**src/rtl/uart_pkg.sv**
```systemverilog
// Shared definitions for the UART receive/echo path: state encoding,
// frame constants and the bit-period helper used by both state machines.
package uart_pkg;

  typedef enum logic [1:0] {
    IDLE  = 2'd0,
    START = 2'd1,
    DATA  = 2'd2,
    STOP  = 2'd3
  } uart_state_t;

  localparam int   DATA_BITS  = 8;
  localparam logic STOP_LEVEL = 1'b1;
  localparam logic IDLE_LEVEL = 1'b1;

  // True on the last clock of a bit period (counter runs 0..clks_per_bit-1).
  function automatic logic bit_period_done(input logic [15:0] cnt,
                                           input logic [15:0] clks_per_bit);
    return (cnt == (clks_per_bit - 16'd1));
  endfunction

endpackage

```
**src/rtl/uart_rx.sv**
```systemverilog
// UART receiver: two-flop synchronizer followed by an 8N1, MSB-first
// framing state machine. Emits a registered one-cycle rx_valid strobe
// together with the received byte when the stop bit is high.
module uart_rx
  import uart_pkg::*;
#(
  parameter int CLKS_PER_BIT = 1
) (
  input  logic       clk,
  input  logic       reset_n,
  input  logic       rx_pin,
  output logic [7:0] rx_byte,
  output logic       rx_valid
);

  localparam logic [15:0] CPB  = 16'(CLKS_PER_BIT);
  localparam logic [15:0] HALF = 16'(CLKS_PER_BIT / 2);

  logic        r_sync1;
  logic        r_sync2;
  uart_state_t r_state;
  logic [15:0] r_cnt;
  logic [2:0]  r_bitcnt;
  logic [7:0]  r_shreg;
  logic [7:0]  r_rx_byte;
  logic        r_rx_valid;

  logic        w_rx_s;
  uart_state_t w_state_nxt;
  logic [15:0] w_cnt_nxt;
  logic [2:0]  w_bitcnt_nxt;
  logic [7:0]  w_shreg_nxt;
  logic [7:0]  w_rx_byte_nxt;
  logic        w_rx_valid_nxt;

  assign w_rx_s   = r_sync2;
  assign rx_byte  = r_rx_byte;
  assign rx_valid = r_rx_valid;

  // Bring the asynchronous pin into the clock domain; idle-high on reset.
  always_ff @(posedge clk) begin
    if (reset_n) begin
      r_sync1 <= IDLE_LEVEL;
      r_sync2 <= IDLE_LEVEL;
    end else begin
      r_sync1 <= rx_pin;
      r_sync2 <= r_sync1;
    end
  end

  // Next-state logic. With a zero half-period the start bit is already
  // verified by the falling-edge detect itself, so START is skipped.
  always_comb begin
    w_state_nxt    = r_state;
    w_cnt_nxt      = r_cnt;
    w_bitcnt_nxt   = r_bitcnt;
    w_shreg_nxt    = r_shreg;
    w_rx_byte_nxt  = r_rx_byte;
    w_rx_valid_nxt = 1'b0;
    case (r_state)
      IDLE: begin
        if (w_rx_s == 1'b0) begin
          w_bitcnt_nxt = 3'd0;
          if (HALF == 16'd0) begin
            w_state_nxt = DATA;
            w_cnt_nxt   = 16'd0;
          end else begin
            w_state_nxt = START;
            w_cnt_nxt   = 16'd1;
          end
        end else begin
          w_cnt_nxt = 16'd0;
        end
      end
      START: begin
        if (r_cnt == HALF) begin
          w_cnt_nxt = 16'd0;
          if (w_rx_s == 1'b1) begin
            w_state_nxt = IDLE;
          end else begin
            w_state_nxt  = DATA;
            w_bitcnt_nxt = 3'd0;
          end
        end else begin
          w_cnt_nxt = r_cnt + 16'd1;
        end
      end
      DATA: begin
        if (bit_period_done(r_cnt, CPB)) begin
          w_cnt_nxt   = 16'd0;
          w_shreg_nxt = {r_shreg[6:0], w_rx_s};
          if (r_bitcnt == 3'(DATA_BITS - 1)) begin
            w_state_nxt  = STOP;
            w_bitcnt_nxt = 3'd0;
          end else begin
            w_bitcnt_nxt = r_bitcnt + 3'd1;
          end
        end else begin
          w_cnt_nxt = r_cnt + 16'd1;
        end
      end
      STOP: begin
        if (bit_period_done(r_cnt, CPB)) begin
          w_cnt_nxt   = 16'd0;
          w_state_nxt = IDLE;
          if (w_rx_s == STOP_LEVEL) begin
            w_rx_valid_nxt = 1'b1;
            w_rx_byte_nxt  = r_shreg;
          end else begin
            w_rx_valid_nxt = 1'b0;
          end
        end else begin
          w_cnt_nxt = r_cnt + 16'd1;
        end
      end
      default: begin
        w_state_nxt  = IDLE;
        w_cnt_nxt    = 16'd0;
        w_bitcnt_nxt = 3'd0;
      end
    endcase
  end

  // Receiver state register and registered outputs.
  always_ff @(posedge clk) begin
    if (reset_n) begin
      r_state    <= IDLE;
      r_cnt      <= 16'd0;
      r_bitcnt   <= 3'd0;
      r_shreg    <= 8'h00;
      r_rx_byte  <= 8'h00;
      r_rx_valid <= 1'b0;
    end else begin
      r_state    <= w_state_nxt;
      r_cnt      <= w_cnt_nxt;
      r_bitcnt   <= w_bitcnt_nxt;
      r_shreg    <= w_shreg_nxt;
      r_rx_byte  <= w_rx_byte_nxt;
      r_rx_valid <= w_rx_valid_nxt;
    end
  end

endmodule

```
**src/rtl/top.sv**
```systemverilog
// UART-to-LED top: receives bytes from the Bluetooth module, latches each
// good byte onto the LEDs and echoes it back. The echo is dropped when a
// new byte arrives while the transmitter is still busy.
module top
  import uart_pkg::*;
#(
  parameter int         CLKS_PER_BIT = 1,
  parameter logic [7:0] LED_RESET    = 8'h00
) (
  input  logic       clk,
  input  logic       reset_n,
  input  logic       uart_rx,
  output logic       uart_tx,
  output logic [7:0] leds
);

  localparam logic [15:0] CPB = 16'(CLKS_PER_BIT);

  logic [7:0]  w_rx_byte;
  logic        w_rx_valid;

  uart_state_t r_tx_state;
  logic [15:0] r_tx_cnt;
  logic [2:0]  r_tx_bitcnt;
  logic [7:0]  r_tx_shreg;
  logic        r_tx;
  logic [7:0]  r_leds;

  uart_state_t w_tx_state_nxt;
  logic [15:0] w_tx_cnt_nxt;
  logic [2:0]  w_tx_bitcnt_nxt;
  logic [7:0]  w_tx_shreg_nxt;
  logic        w_tx_bit;

  assign uart_tx = r_tx;
  assign leds    = r_leds;

  uart_rx #(
    .CLKS_PER_BIT (CLKS_PER_BIT)
  ) u_uart_rx (
    .clk      (clk),
    .reset_n  (reset_n),
    .rx_pin   (uart_rx),
    .rx_byte  (w_rx_byte),
    .rx_valid (w_rx_valid)
  );

  // Line level for the current TX state; registered one edge later so the
  // start bit follows the LED update by exactly one clock.
  always_comb begin
    w_tx_bit = IDLE_LEVEL;
    case (r_tx_state)
      IDLE:    w_tx_bit = IDLE_LEVEL;
      START:   w_tx_bit = 1'b0;
      DATA:    w_tx_bit = r_tx_shreg[7];
      STOP:    w_tx_bit = STOP_LEVEL;
      default: w_tx_bit = IDLE_LEVEL;
    endcase
  end

  // TX next-state logic: accepts a byte only when idle, then walks
  // start, eight data bits MSB first, and stop.
  always_comb begin
    w_tx_state_nxt  = r_tx_state;
    w_tx_cnt_nxt    = r_tx_cnt;
    w_tx_bitcnt_nxt = r_tx_bitcnt;
    w_tx_shreg_nxt  = r_tx_shreg;
    case (r_tx_state)
      IDLE: begin
        if (w_rx_valid) begin
          w_tx_state_nxt  = START;
          w_tx_cnt_nxt    = 16'd0;
          w_tx_bitcnt_nxt = 3'd0;
          w_tx_shreg_nxt  = w_rx_byte;
        end else begin
          w_tx_cnt_nxt = 16'd0;
        end
      end
      START: begin
        if (bit_period_done(r_tx_cnt, CPB)) begin
          w_tx_cnt_nxt    = 16'd0;
          w_tx_bitcnt_nxt = 3'd0;
          w_tx_state_nxt  = DATA;
        end else begin
          w_tx_cnt_nxt = r_tx_cnt + 16'd1;
        end
      end
      DATA: begin
        if (bit_period_done(r_tx_cnt, CPB)) begin
          w_tx_cnt_nxt   = 16'd0;
          w_tx_shreg_nxt = {r_tx_shreg[6:0], 1'b0};
          if (r_tx_bitcnt == 3'(DATA_BITS - 1)) begin
            w_tx_state_nxt  = STOP;
            w_tx_bitcnt_nxt = 3'd0;
          end else begin
            w_tx_bitcnt_nxt = r_tx_bitcnt + 3'd1;
          end
        end else begin
          w_tx_cnt_nxt = r_tx_cnt + 16'd1;
        end
      end
      STOP: begin
        if (bit_period_done(r_tx_cnt, CPB)) begin
          w_tx_cnt_nxt   = 16'd0;
          w_tx_state_nxt = IDLE;
        end else begin
          w_tx_cnt_nxt = r_tx_cnt + 16'd1;
        end
      end
      default: begin
        w_tx_state_nxt  = IDLE;
        w_tx_cnt_nxt    = 16'd0;
        w_tx_bitcnt_nxt = 3'd0;
      end
    endcase
  end

  // TX state register and registered serial output.
  always_ff @(posedge clk) begin
    if (reset_n) begin
      r_tx_state  <= IDLE;
      r_tx_cnt    <= 16'd0;
      r_tx_bitcnt <= 3'd0;
      r_tx_shreg  <= 8'h00;
      r_tx        <= IDLE_LEVEL;
    end else begin
      r_tx_state  <= w_tx_state_nxt;
      r_tx_cnt    <= w_tx_cnt_nxt;
      r_tx_bitcnt <= w_tx_bitcnt_nxt;
      r_tx_shreg  <= w_tx_shreg_nxt;
      r_tx        <= w_tx_bit;
    end
  end

  // LED register: captures every correctly framed byte, otherwise holds.
  always_ff @(posedge clk) begin
    if (reset_n) begin
      r_leds <= LED_RESET;
    end else if (w_rx_valid) begin
      r_leds <= w_rx_byte;
    end else begin
      r_leds <= r_leds;
    end
  end

endmodule

```
**config.mk**
```make
export PLATFORM = sky130hd
export DESIGN_NAME = top
export DESIGN_NICKNAME = d
export VERILOG_FILES = /design/src/rtl/uart_pkg.sv /design/src/rtl/uart_rx.sv /design/src/rtl/top.sv
export SDC_FILE = /design/constraint.sdc
export NUM_CORES = 1
export LEC_CHECK = 0
export CAP_MARGIN = 5
export CORE_ASPECT_RATIO = 1.1
export CORE_MARGIN = 2
export CORE_UTILIZATION = 28
export CTS_CLUSTER_SIZE = 16
export DETAILED_ROUTE_END_ITERATION = 8
export MAX_ROUTING_LAYER = met4
export PLACE_DENSITY = 0.41
export SYNTH_ARGS = -nofsm -noshare
export SYNTH_HDL_FRONTEND = slang
export SYNTH_SLANG_ARGS = --single-unit
export TNS_END_PERCENT = 5
```
**constraint.sdc**
```tcl
create_clock -name clk -period 3.7 [get_ports clk]
set_input_delay 0.555 -clock clk [delete_from_list [all_inputs] [get_ports clk]]
set_output_delay 0.555 -clock clk [all_outputs]
set_load 0.02 [all_outputs]
```
Word level (Yosys, flattened, before mapping)
Index checks and enable logic that the tools add are counted.
Word-level totals
  bits of input ports: 3
  memory bits (read-only): 0
  bits in registers: 78
  memories: 0
  bits in latches: 0
  bits in writable memories: 0
  output and inout bits: 9
  word-level logic and storage cells: 88
Cells by class
  bitwise logic cells: 2
  multiply operators: 0
  reductions and logical operators: 18
  shifts and indexed selects: 0
  add/subtract/negate cells: 4
  multiplexer cells: 32
  equal/unequal tests: 18
  divide/modulo/power cells: 0
  $lt $le $gt $ge: 0
Operators by type and width (number)
  one-hot mux 16 bit (2 select lines): 2
  adder 16 x 1 -> 16 bit (second input constant): 2
  logical NOT 16 bit: 2
  two-way mux 16 bit: 2
  two-way mux 3 bit: 8
  two-way mux 2 bit: 11
  one-hot mux 3 bit (3 select lines): 2
  two-way mux 8 bit: 2
  one-hot mux 2 bit (4 select lines): 2
  one-hot mux 8 bit (2 select lines): 1
  != test 2 x 1 -> 1 bit (second input constant): 5
  != test 2 bit (second input constant): 5
  AND reduction 5 bit: 2
  AND reduction 3 bit: 3
  OR reduction 3 bit: 3
  equality test 2 bit (second input constant): 4
  adder 3 x 1 -> 3 bit (second input constant): 2
  equality test 3 bit (second input constant): 2
  nonzero test 3 bit: 2
  equality test 2 x 1 -> 1 bit (second input constant): 2
  logical NOT 2 bit: 2
  AND reduction 4 bit: 1
  one-hot mux 1 bit (3 select lines): 1
  NOT 1 bit: 2
  4 further kinds: 4

Depth between registers and ports, before layout
Gate-level depths: netlist (run 1).
  depth after elaboration: 4
  depth in mapped cells: 8
  gate-level depth less buffers: 6

Hierarchy
From an unflattened synthesis (run 1), not the netlist that was laid out.
Second synthesis, totals
  cells, all modules: 373
  area total of the unflattened synthesis: 3603.5 µm²
By module, submodules not included
  top: cells an instance 193, instances 1, seq. area each 760.7 µm², area each 1840.5 µm²
  uart_rx: cells an instance 180, instances 1, seq. area each 800.8 µm², area each 1762.9 µm²

Worst setup path after synthesis (run 1)
OpenSTA, ideal clock, no wires.
  path kind: reg2reg
  from: register r_tx_state[0]
  to: register r_tx_bitcnt[1]
  stages on the path, launching flop included: 8
  setup time: 117 ps
  arrival: 1652 ps
  setup slack: 1931 ps
  required time: 3583 ps
  path buffers: 1
  cells stage by stage: dfxtp_1 > inv_1 > ha_1 > buf_1 > nor2_1 > a41oi_1 > or2_2 > a32o_1
Between the ends
  word-level cells in the longest chain between the ends: 3
  elaborated cells between the ends (all ways): 9
  those cells by class: eq/ne: 5; mux: 1; reduce/logical: 3
Ends and longest elaborated chain
  start: declaration: line top.sv:22  | uart_state_t r_tx_state;
  start signal: assignment: line top.sv:127  | r_tx_state <= w_tx_state_nxt;
  equality test 2 x 1 -> 1 bit (tied with other cells): line top.sv:68  | case (r_tx_state)
  != test 2 bit (no source line) (tied with other cells)
  AND reduction 4 bit (no source line)
  end signal: assignment: line top.sv:129  | r_tx_bitcnt <= w_tx_bitcnt_nxt;
  end: declaration: line top.sv:24  | logic [2:0] r_tx_bitcnt;
Several ways; a longest one is shown, not always the timed one.
A chain may end at the register's enable or synchronous reset.

Worst setup path after layout (run 1)
  from: register u_uart_rx.r_cnt[0]
  to: register u_uart_rx.r_rx_byte[0], in the netlist u_uart_rx.rx_byte[0]
Between the ends
  word-level cells in the longest chain between the ends: 2
Ends and longest elaborated chain
  start: declaration: line uart_rx.sv:22  | logic [15:0] r_cnt;
  start signal: assignment: line uart_rx.sv:135  | r_cnt <= w_cnt_nxt;
  logical NOT 16 bit: line uart_pkg.sv:19  | return (cnt == (clks_per_bit - 16'd1));
  AND reduction 3 bit (no source line)
  end signal: assignment: line uart_rx.sv:138  | r_rx_byte <= w_rx_byte_nxt;
  end: declaration: line uart_rx.sv:25  | logic [7:0] r_rx_byte;
No other way between the ends.

==> flow_metrics.env, run 1 <==
export IMPL_vias=2537
export IMPL_max_clock_freq_ghz=0.450
export IMPL_ys_types=46
export IMPL_antenna_found_initial=0
export IMPL_setup_violations_final=0
export IMPL_holdBufCountCts=0
export IMPL_fill_cells=1244
export IMPL_relSlewSlack_pct=48.9
export IMPL_start_util_pct=28.8
export IMPL_drt_iter0_markers=117
export IMPL_hold_class="reg -> reg"
export IMPL_port_buffers=11
export IMPL_die_x_um=111
export IMPL_synth_edff_count=0
export IMPL_clkSinkCount=78
export IMPL_yosysMostFrequentCell="dfxtp_1"
export IMPL_ff2ff_setup_slack_ns=1.48
export IMPL_power_frac_seq_pct=47.4
export IMPL_grt_overflow=0
export IMPL_netSwitchingPower_uw=402
export IMPL_cts_buffers=9
export IMPL_maxCapViolCount=0
export IMPL_grt_pass1_wl_um=12600
export IMPL_globalplace_congestion=0.704
export IMPL_worst_setup_path_end_kind="flip-flop"
export IMPL_r2r_start="u_uart_rx.r_cnt[0]"
export IMPL_hold_viol=0
export IMPL_rsz0062_at_grt="no"
export IMPL_status="complete, no violations"
export IMPL_routed_via_density=4.77
export IMPL_yosysWarnings=0
export IMPL_internal_power_uw=1430
export IMPL_tightest_slew_ns=0.766
export IMPL_swShare_pct=21.9
export IMPL_startpoint_type="flip-flop"
export IMPL_crit_end="u_uart_rx.rx_byte[0]"
export IMPL_synth_area_um2=3500
export IMPL_grtUsageTotal_pct=12.1
export IMPL_fin_cells=532
export IMPL_fp_coreArea_um2=12100
export IMPL_cp_max_fo=14
export IMPL_syn_instance_count=367
export IMPL_grt_pass1_vias=2522
export IMPL_placed_area_um2=3730
export IMPL_ant_nets=0
export IMPL_drc=0
export IMPL_worstSetupPathType="reg -> reg"
export IMPL_cts_tree="yes"
export IMPL_grt_max_degree=29
export IMPL_fin_area_um2=4030
export IMPL_synth_area_leaders="dfxtp_1 (45%), mux2i_1 (6.6%), nor2_1 (4.8%)"
export IMPL_yosysTopAreaCell="dfxtp_1"
export IMPL_synth_seq_cells=78
export IMPL_finClkSkew_ns=0.00668
export IMPL_clk_pin_slew_ns=0.06
export IMPL_crit_arrival_ns=2.45
export IMPL_ios=12
export IMPL_wire_per_inst_um=13.5
export IMPL_first_pass_iters=4
export IMPL_root_buffer="clkbuf_16"
export IMPL_cts_setup_buffers=0
export IMPL_p_leak_uw=0.00131
export IMPL_critPathRequiredTime_ns=3.93
export IMPL_clk_latency_ns=0.34
export IMPL_p_comb_share_pct=4.1
export IMPL_areaGrowthSynthToFinish_pct=15.2
export IMPL_hpwl_um=4850
export IMPL_syn_mean_instance_area_um2=9.54
export IMPL_setup_ws_ns=1.48
export IMPL_fp_dieH_um=121
export IMPL_crit_start="u_uart_rx.r_cnt[0]"
export IMPL_synth_top_area_share_pct=44.6
export IMPL_ys_async_sr_fraction_pct=0
export IMPL_ir_worst_vdd_v=0.000251
export IMPL_drv_slew=0
export IMPL_synthTopCellsByCount="dfxtp_1 (78), nor2_1 (45), mux2i_1 (23)"
export IMPL_drive_gt1_share_pct=10.6
export IMPL_finalCritPeriodShare_pct=60.1
export IMPL_reg2regPathDepth=6
export IMPL_finalCriticalPeriod_ns=2.22
export IMPL_synth_top_flop_cell="dfxtp_1"
export IMPL_power_share_clock_pct=48.5
export IMPL_pre_cts_ws_ns=1.48
export IMPL_routed_wirelength_um=7160
export IMPL_rows=42
export IMPL_cts_resized=0
export IMPL_r2r_end="u_uart_rx.rx_byte[0]"
export IMPL_cts_buffer_depth=2
export IMPL_power_density_nw_per_um2=455
export IMPL_synth_fp_nets=383
export IMPL_htree_levels=3
export IMPL_seq_area_frac_synth_pct=44.6
export IMPL_die_area_um2=13400
export IMPL_fin_setup_tns_ns=0
export IMPL_n_antenna_cell=0
export IMPL_dp_cells=516
export IMPL_layout_nets=389
-- how the worst min path moves through the flow --
stage / startpoint / to / slack (ns) / cells past startpoint
2_1_floorplan: u_uart_rx.r_sync1 / u_uart_rx.r_sync2 / 0.39 / 1
3_3_place_gp: u_uart_rx.r_sync1 / u_uart_rx.r_sync2 / 0.39 / 1
3_5_place_dp: u_uart_rx.r_sync1 / u_uart_rx.r_sync2 / 0.39 / 1
4_1_cts: u_uart_rx.r_sync1 / u_uart_rx.r_sync2 / 0.41 / 1
5_1_grt: u_uart_rx.r_sync1 / u_uart_rx.r_sync2 / 0.43 / 1
6_report: u_uart_rx.r_sync1 / u_uart_rx.r_sync2 / 0.41 / 1
-- flip-flops by register name, summed over array words and instances, names as in the netlist, 2 cells and up --
signal,count
r_tx_cnt,16
u_uart_rx.r_cnt,16
leds,8
r_tx_shreg,8
u_uart_rx.r_shreg,8
u_uart_rx.rx_byte,8
r_tx_bitcnt,3
u_uart_rx.r_bitcnt,3
r_tx_state,2
u_uart_rx.r_state,2
-- stage by stage --
step	util (%)	hold slack, ns	total power [uW]
2_1_floorplan	-	0.389	945
3_3_place_gp	30.7	0.390	963
3_5_place_dp	30.7	0.393	964
4_1_cts	33.2	0.406	1870
5_1_grt	33.2	0.428	1920
6_report	33.2	0.406	1830
-- power groups by stage --
stage | Sequential, uW | Combinational [uW] | Clock [uW]
5_1_grt | 871 | 86.8 | 960
4_1_cts | 869 | 76.4 | 923
3_5_place_dp | 888 | 76.2 | 0
3_3_place_gp | 888 | 75.3 | 0
2_1_floorplan | 887 | 58.2 | 0
6_report | 870 | 75.2 | 890
-- layout by cell type (no fill, tap or decap), types with 8 or more instances in the layout --
master and n:
dfxtp_1 78, nor2_1 45, mux2i_1 23, nand2_1 21, a21oi_1 16, xnor2_1 16
nor3_1 15, nand3_1 14, ha_1 13, inv_1 12, nand4_1 12, xor2_1 11
clkdlybuf4s50_1 11, a31o_2 9, clkbuf_16 9, a311oi_1 8
-- per-layer routing --
metal	global-route usage (%)	routed length [um]	up-vias
met4	4.77	132	0
met1	16.2	3770	1166
li1	-	-	1334
met5	-	0	-
met2	17.4	2990	27
met3	3.35	269	10
-- kinds of logic after synthesis --
group | Yosys count | share of synthesized area, %
compound gates | 51 | 10.4
xor+xnor | 27 | 6.76
fa+ha+maj | 13 | 4.65
buf+inv | 29 | 3.50
flops | 78 | 44.6
mux | 23 | 6.58
simple gates | 146 | 23.5
-- cell type report --
type                       count  area (um^2)  area share (%)
sequential                    78         1560            38.7
inverter                      12         45.0            1.12
timing repair buffer          12          118            2.92
clock inverter                 5         57.6            1.43
clock buffer                  11          243            6.02
tap                          154          193            4.78
multi-input combinational    260         1820            45.0
-- worst max-delay path, cell delays in order (launching register included) --
cell,delay [ns]
dfxtp_1,0.35
inv_1,0.07
ha_1,0.14
nor4b_2,0.33
nand4_2,0.40
or2_0,0.50
a31o_2,0.31
Note: power is estimated with default switching activity, not from simulation.
==> inputs of run 2 (changes only) <==
--- a/config.mk
+++ b/config.mk
@@ -12,7 +12,7 @@
 export CTS_CLUSTER_SIZE = 16
 export DETAILED_ROUTE_END_ITERATION = 8
 export MAX_ROUTING_LAYER = met4
-export PLACE_DENSITY = 0.41
+export PLACE_DENSITY = 0.42
 export SYNTH_ARGS = -nofsm -noshare
 export SYNTH_HDL_FRONTEND = slang
 export SYNTH_SLANG_ARGS = --single-unit
==> constraint.sdc (replaced) <==
create_clock -name clk -period 1.95 [get_ports clk]
set_input_delay 0.2925 -clock clk [delete_from_list [all_inputs] [get_ports clk]]
set_output_delay 0.2925 -clock clk [all_outputs]
set_load 0.02 [all_outputs]
==> run 2 against run 1 <==
Against the previous run: final area is 4.7% higher; clock-buffer cell count is 2 lower; largest power group unchanged; first-iteration DRC count is 39% lower; worst setup slack worse by 1.3 ns; register-to-register slack worse by 1.3 ns; sequential cell count stayed put; global-route usage is 0.34 points higher; total power is 93% higher; core utilization is 1.6 points higher; hold slack better by 0.0082 ns; highest routed layer unchanged; non-clock buffer count is 21 higher; critical path depth is 2 lower.
==> flow_metrics.env, run 2 (synthesis results as in run 1) <==
export IMPL_power_frac_seq_pct=46.6
export IMPL_ir_worst_vdd_v=0.000481
export IMPL_finClkSkew_ns=0.00609
export IMPL_reg_top3="r_tx_cnt (16), u_uart_rx.r_cnt (16)"
export IMPL_ff2ff_setup_slack_ns=0.20
export IMPL_max_clock_freq_ghz=0.573
export IMPL_clk_pin_slew_ns=0.06
export IMPL_p_comb_share_pct=4.6
export IMPL_power_density_nw_per_um2=836
export IMPL_reg2regPathDepth=4
export IMPL_drt_iter0_markers=71
export IMPL_internal_power_uw=2710
export IMPL_cp_top_family="simple AND/OR/NAND/NOR gates"
export IMPL_die_x_um=111
export IMPL_r2r_end="u_uart_rx.rx_byte[3]"
export IMPL_grt_pass1_wl_um=13000
export IMPL_fin_cells=553
export IMPL_worst_setup_path_end_kind="flip-flop"
export IMPL_hpwl_um=5350
export IMPL_cts_buffers=9
export IMPL_vias=2658
export IMPL_finalCriticalPeriod_ns=1.75
export IMPL_fp_dieH_um=121
export IMPL_globalplace_congestion=0.717
export IMPL_grt_pass1_vias=2623
export IMPL_n_antenna_cell=0
export IMPL_fp_coreArea_um2=12100
export IMPL_worstSetupPathType="reg -> reg"
export IMPL_crit_start="u_uart_rx.r_cnt[13]"
export IMPL_root_buffer="clkbuf_16"
export IMPL_power_share_clock_pct=48.8
export IMPL_crit_slowest_cell="nor4_2"
export IMPL_port_buffers=11
export IMPL_grt_overflow=0
export IMPL_swShare_pct=23.3
export IMPL_finalCritPeriodShare_pct=89.5
export IMPL_fin_area_um2=4220
export IMPL_drc=0
export IMPL_die_area_um2=13400
export IMPL_placed_area_um2=3900
export IMPL_cp_depth=4
export IMPL_routed_via_density=4.81
export IMPL_final_common_cell="dfxtp_1"
export IMPL_setup_violations_final=0
export IMPL_first_pass_iters=4
export IMPL_drv_slew=0
export IMPL_tightest_slew_ns=0.594
export IMPL_grtUsageTotal_pct=12.5
export IMPL_slowest_delay_ns=0.43
export IMPL_clkSinkCount=78
export IMPL_hold_viol=0
export IMPL_ios=12
export IMPL_htree_levels=3
export IMPL_cp_max_fo=9
export IMPL_rsz0062_at_grt="no"
export IMPL_dp_cells=537
export IMPL_hold_class="reg -> reg"
export IMPL_drive_gt1_share_pct=15.8
export IMPL_p_leak_uw=0.00144
export IMPL_crit_arrival_ns=1.98
export IMPL_grt_max_degree=20
export IMPL_clk_latency_ns=0.34
export IMPL_startpoint_type="flip-flop"
export IMPL_antenna_found_initial=0
export IMPL_maxCapViolCount=0
export IMPL_crit_chain="nor4_2, nand4_2, or2_1, a31o_2"
export IMPL_areaGrowthSynthToFinish_pct=20.7
export IMPL_layout_nets=410
export IMPL_cts_buffer_depth=2
export IMPL_critPathRequiredTime_ns=2.18
export IMPL_start_util_pct=28.8
export IMPL_crit_end="u_uart_rx.rx_byte[3]"
export IMPL_status="complete, no violations"
export IMPL_r2r_start="u_uart_rx.r_cnt[13]"
export IMPL_cts_tree="yes"
export IMPL_totalPowerFinal_uw=3530
export IMPL_ant_nets=0
export IMPL_wire_per_inst_um=13.7
export IMPL_routed_wirelength_um=7570
export IMPL_netSwitchingPower_uw=821
export IMPL_rows=42
export IMPL_path_buf_inv=0
export IMPL_fin_setup_tns_ns=0
export IMPL_relSlewSlack_pct=60.0
export IMPL_fin_hold_ws_ns=0.414
export IMPL_layout_common_cells="dfxtp_1 (78), nor2_1 (45), mux2i_1 (23)"
## run 2: timing repair
item	4_1_cts	5_1_grt
endpoints found under the setup margin	0	26
resized for setup	0	3
hold buffers	0	0
buffers inserted	0	0
## run 2: metal layers
layer	wire length, um	up-vias	track usage, %
met5	0	-	-
met4	178	0	6.80
met3	137	12	2.00
met2	3760	24	21.0
met1	3490	1246	14.3
li1	-	1376	-
## run 2: area by class of cell
cell class                      instances  area (um^2)
Multi-Input combinational cell        260         1830
Fill cell                            1238         7920
Timing Repair Buffer                   33          288
Inverter                               12         45.0
Tap cell                              154          193
Clock buffer                            9          225
Sequential cell                        78         1560
Clock inverter                          7         82.6
## run 2: power groups by stage
stage | Combinational (uW) | Clock [uW] | Sequential [uW]
global route | 182 | 1840 | 1650
finish | 162 | 1720 | 1650
detailed placement | 164 | 0 | 1680
global placement | 162 | 0 | 1680
CTS | 165 | 1770 | 1650
floorplan | 110 | 0 | 1680
## run 2: worst min-delay path by stage
| stage | start | end | slack [ns] | cells past startpoint |
|---|---|---|---|---|
| floorplan | u_uart_rx.r_sync1 | u_uart_rx.r_sync2 | 0.39 | 1 |
| global placement | u_uart_rx.r_sync1 | u_uart_rx.r_sync2 | 0.40 | 1 |
| detailed placement | u_uart_rx.r_sync1 | u_uart_rx.r_sync2 | 0.40 | 1 |
| CTS | u_uart_rx.r_sync1 | u_uart_rx.r_sync2 | 0.42 | 1 |
| global route | u_uart_rx.r_sync1 | u_uart_rx.r_sync2 | 0.45 | 1 |
| finish | u_uart_rx.r_sync1 | u_uart_rx.r_sync2 | 0.41 | 1 |
## run 2: through the flow
step	util, %	setup slack [ns]
final	34.8	0.204
after global routing	34.8	0.0782
after CTS	34.7	0.0300
after detailed placement	32.1	0.0431
after global placement	32.1	0.122
after floorplan	-	0.181
==> inputs of run 3 (changes only) <==
--- a/config.mk
+++ b/config.mk
@@ -15,5 +15,6 @@
 export PLACE_DENSITY = 0.42
 export SYNTH_ARGS = -nofsm -noshare
 export SYNTH_HDL_FRONTEND = slang
+export SYNTH_HIERARCHICAL = 1
 export SYNTH_SLANG_ARGS = --single-unit
 export TNS_END_PERCENT = 5
==> run 3 against run 2 <==
Against the previous run: sequential power grew 3%; clock-buffer cell count grew 2; synthesized area increased by 3.0%; clock power is 5% higher; critical path depth up 1; non-clock buffer count is 11 higher; core utilization is 0.40 points higher; final cell count grew 3.1%; die area up 2.9%; first-iteration DRC count is 5.6% lower; sequential cell count did not move; critical endpoint is now r_tx_shreg[7].
==> flow_metrics.env, run 3 <==
export IMPL_crit_chain="or4_4, o41ai_4, buf_12, a21oi_1, a311oi_1"
export IMPL_fp_dieH_um=123
export IMPL_ir_worst_vdd_v=0.000424
export IMPL_ant_nets=0
export IMPL_ys_async_sr_fraction_pct=0
export IMPL_synth_top_area_share_pct=43.3
export IMPL_fill_cells=1294
export IMPL_critPathRequiredTime_ns=2.19
export IMPL_setup_violations_final=0
export IMPL_port_buffers=11
export IMPL_slowest_delay_ns=0.57
export IMPL_syn_instance_count=373
export IMPL_ios=12
export IMPL_first_pass_iters=4
export IMPL_seq_area_frac_synth_pct=43.3
export IMPL_root_buffer="clkbuf_16"
export IMPL_cts_buffers=9
export IMPL_grt_pass1_vias=2677
export IMPL_synth_area_leaders="dfxtp_1 (43%), mux2i_1 (8.3%), nor2_1 (4.7%)"
export IMPL_clkSinkCount=78
export IMPL_synth_fp_nets=388
export IMPL_drv_slew=0
export IMPL_yosysMostFrequentCell="dfxtp_1"
export IMPL_drive_gt1_share_pct=16.5
export IMPL_globalplace_congestion=0.744
export IMPL_die_x_um=112
export IMPL_n_antenna_cell=0
export IMPL_synth_area_um2=3600
export IMPL_multi_input_area_um2=1880
export IMPL_power_share_clock_pct=46.9
export IMPL_drt_iter0_markers=67
export IMPL_worstSetupPathType="reg -> reg"
export IMPL_vias=2717
export IMPL_synth_top_flop_cell="dfxtp_1"
export IMPL_crit_arrival_ns=2.14
export IMPL_tightest_slew_ns=0.332
export IMPL_p_leak_uw=0.00154
export IMPL_clk_pin_slew_ns=0.06
export IMPL_drc=0
export IMPL_startpoint_type="flip-flop"
export IMPL_fp_coreArea_um2=12600
export IMPL_rows=43
export IMPL_hpwl_um=5200
export IMPL_routed_wirelength_um=7450
export IMPL_grt_overflow=0
export IMPL_finalCriticalPeriod_ns=1.90
export IMPL_synth_edff_count=0
export IMPL_internal_power_uw=2990
export IMPL_htree_levels=3
export IMPL_cts_tree="yes"
export IMPL_rsz0062_at_grt="yes"
export IMPL_hold_viol=0
export IMPL_routed_via_density=4.77
export IMPL_layout_nets=423
export IMPL_start_util_pct=28.6
export IMPL_synthTopCellsByCount="dfxtp_1 (78), nor2_1 (45), mux2i_1 (30)"
export IMPL_ff2ff_setup_slack_ns=0.05
export IMPL_areaGrowthSynthToFinish_pct=23.0
export IMPL_syn_mean_instance_area_um2=9.66
export IMPL_wire_per_inst_um=13.1
export IMPL_layout_common_cells="dfxtp_1 (78), nor2_1 (45), mux2i_1 (30)"
export IMPL_grt_max_degree=30
export IMPL_grtUsageTotal_pct=12.0
export IMPL_ys_types=51
export IMPL_register_area_um2=1560
export IMPL_worst_setup_path_end_kind="flip-flop"
export IMPL_swShare_pct=22.6
export IMPL_cts_setup_buffers=0
export IMPL_finClkSkew_ns=0.00569
export IMPL_fin_util_pct=35.2
export IMPL_max_clock_freq_ghz=0.526
export IMPL_cp_max_fo=15
export IMPL_grt_pass1_wl_um=12900
export IMPL_finalCritPeriodShare_pct=97.4
export IMPL_cts_buffer_depth=2
export IMPL_yosysTopAreaCell="dfxtp_1"
export IMPL_final_common_cell="dfxtp_1"
export IMPL_relSlewSlack_pct=77.8
export IMPL_status="complete, no violations"
export IMPL_clk_latency_ns=0.33
export IMPL_power_density_nw_per_um2=873
export IMPL_p_comb_share_pct=9.1
export IMPL_yosysWarnings=6
export IMPL_antenna_found_initial=0
export IMPL_maxCapViolCount=0
export IMPL_synth_seq_cells=78
export IMPL_crit_slowest_cell="or4_4"
export IMPL_die_area_um2=13800
export IMPL_power_frac_seq_pct=44.0
export IMPL_hold_class="reg -> reg"
export IMPL_reg_top3="r_tx_cnt (16), u_uart_rx/r_cnt (16)"
export IMPL_netSwitchingPower_uw=876
export IMPL_fin_hold_ws_ns=0.408
## run 3: area by class of cell
class / count / share of cell area (%)
multi-input cells: 262 / 42.4
flip-flops and latches: 78 / 35.2
repair buffers: 44 / 9.49
clock buffers: 11 / 5.48
well taps: 157 / 4.43
clock inverters: 5 / 1.84
inverters: 13 / 1.10
## run 3: worst max-delay path, delay by kind of cell (launching register included)
| family | cells | cell delay [ns] |
|---|---|---|
| compound gates | 3 | 0.75 |
| buf+inv | 1 | 0.19 |
| flops | 1 | 0.31 |
| simple gates | 1 | 0.57 |
## run 3: power by group through the flow
stage                     clock network (uW)  logic, uW  registers (uW)
after global placement                     0        347            1740
after floorplan                            0        253            1740
after detailed placement                   0        352            1740
final                                   1810        353            1700
after global routing                    1950        396            1710
after CTS                               1880        353            1700
## run 3: per-layer routing
layer	GRT usage, %	share of wire [%]	vias up
met5	-	0	-
met4	5.03	1.4	0
met3	2.70	2.1	7
met2	18.8	46	26
met1	15.1	51	1294
li1	-	-	1390
## run 3: per-stage QoR
stage	instances	power, uW	TNS, ns	area (um^2)	setup WS, ns
after detailed placement	554	2090	-0.00204	4080	-0.00204
after global placement	554	2080	0	4080	0.0384
after CTS	570	3940	0	4400	0.0414
final	570	3870	0	4430	0.0504
after global routing	570	4060	-0.387	4430	-0.0728
after floorplan	373	1990	-0.235	3600	-0.0257
## run 3: cell families (layout without fill, tap and decap cells)
family	Yosys count	after routing	share of synthesized area [%]
AND/OR/NAND/NOR	152	152	23.4
flip-flops	78	78	43.3
AO/OA/AOI/OAI	40	40	8.54
buffers and inverters	33	73	5.35
multiplexers	31	31	8.65
XOR/XNOR	27	27	6.56
adder cells (fa/ha/maj)	12	12	4.17
## run 3: final timing paths
path | startpoint | endpoint | cells after the start
worst max register to register | r_tx_cnt[8] | r_tx_shreg[7] | 5
worst min-delay path | u_uart_rx/r_sync1 | u_uart_rx/r_sync2 | 1
worst max-delay path | r_tx_cnt[8] | r_tx_shreg[7] | 5
worst min register to register | u_uart_rx/r_sync1 | u_uart_rx/r_sync2 | 1
## run 3: timing repair
action | 4_1_cts | 5_1_grt
gates resized for setup | 0 | 5
setup endpoints to repair | 4 | 44
cloned | 0 | 0
pin swaps | 1 | 0
hold buffers | 0 | 0
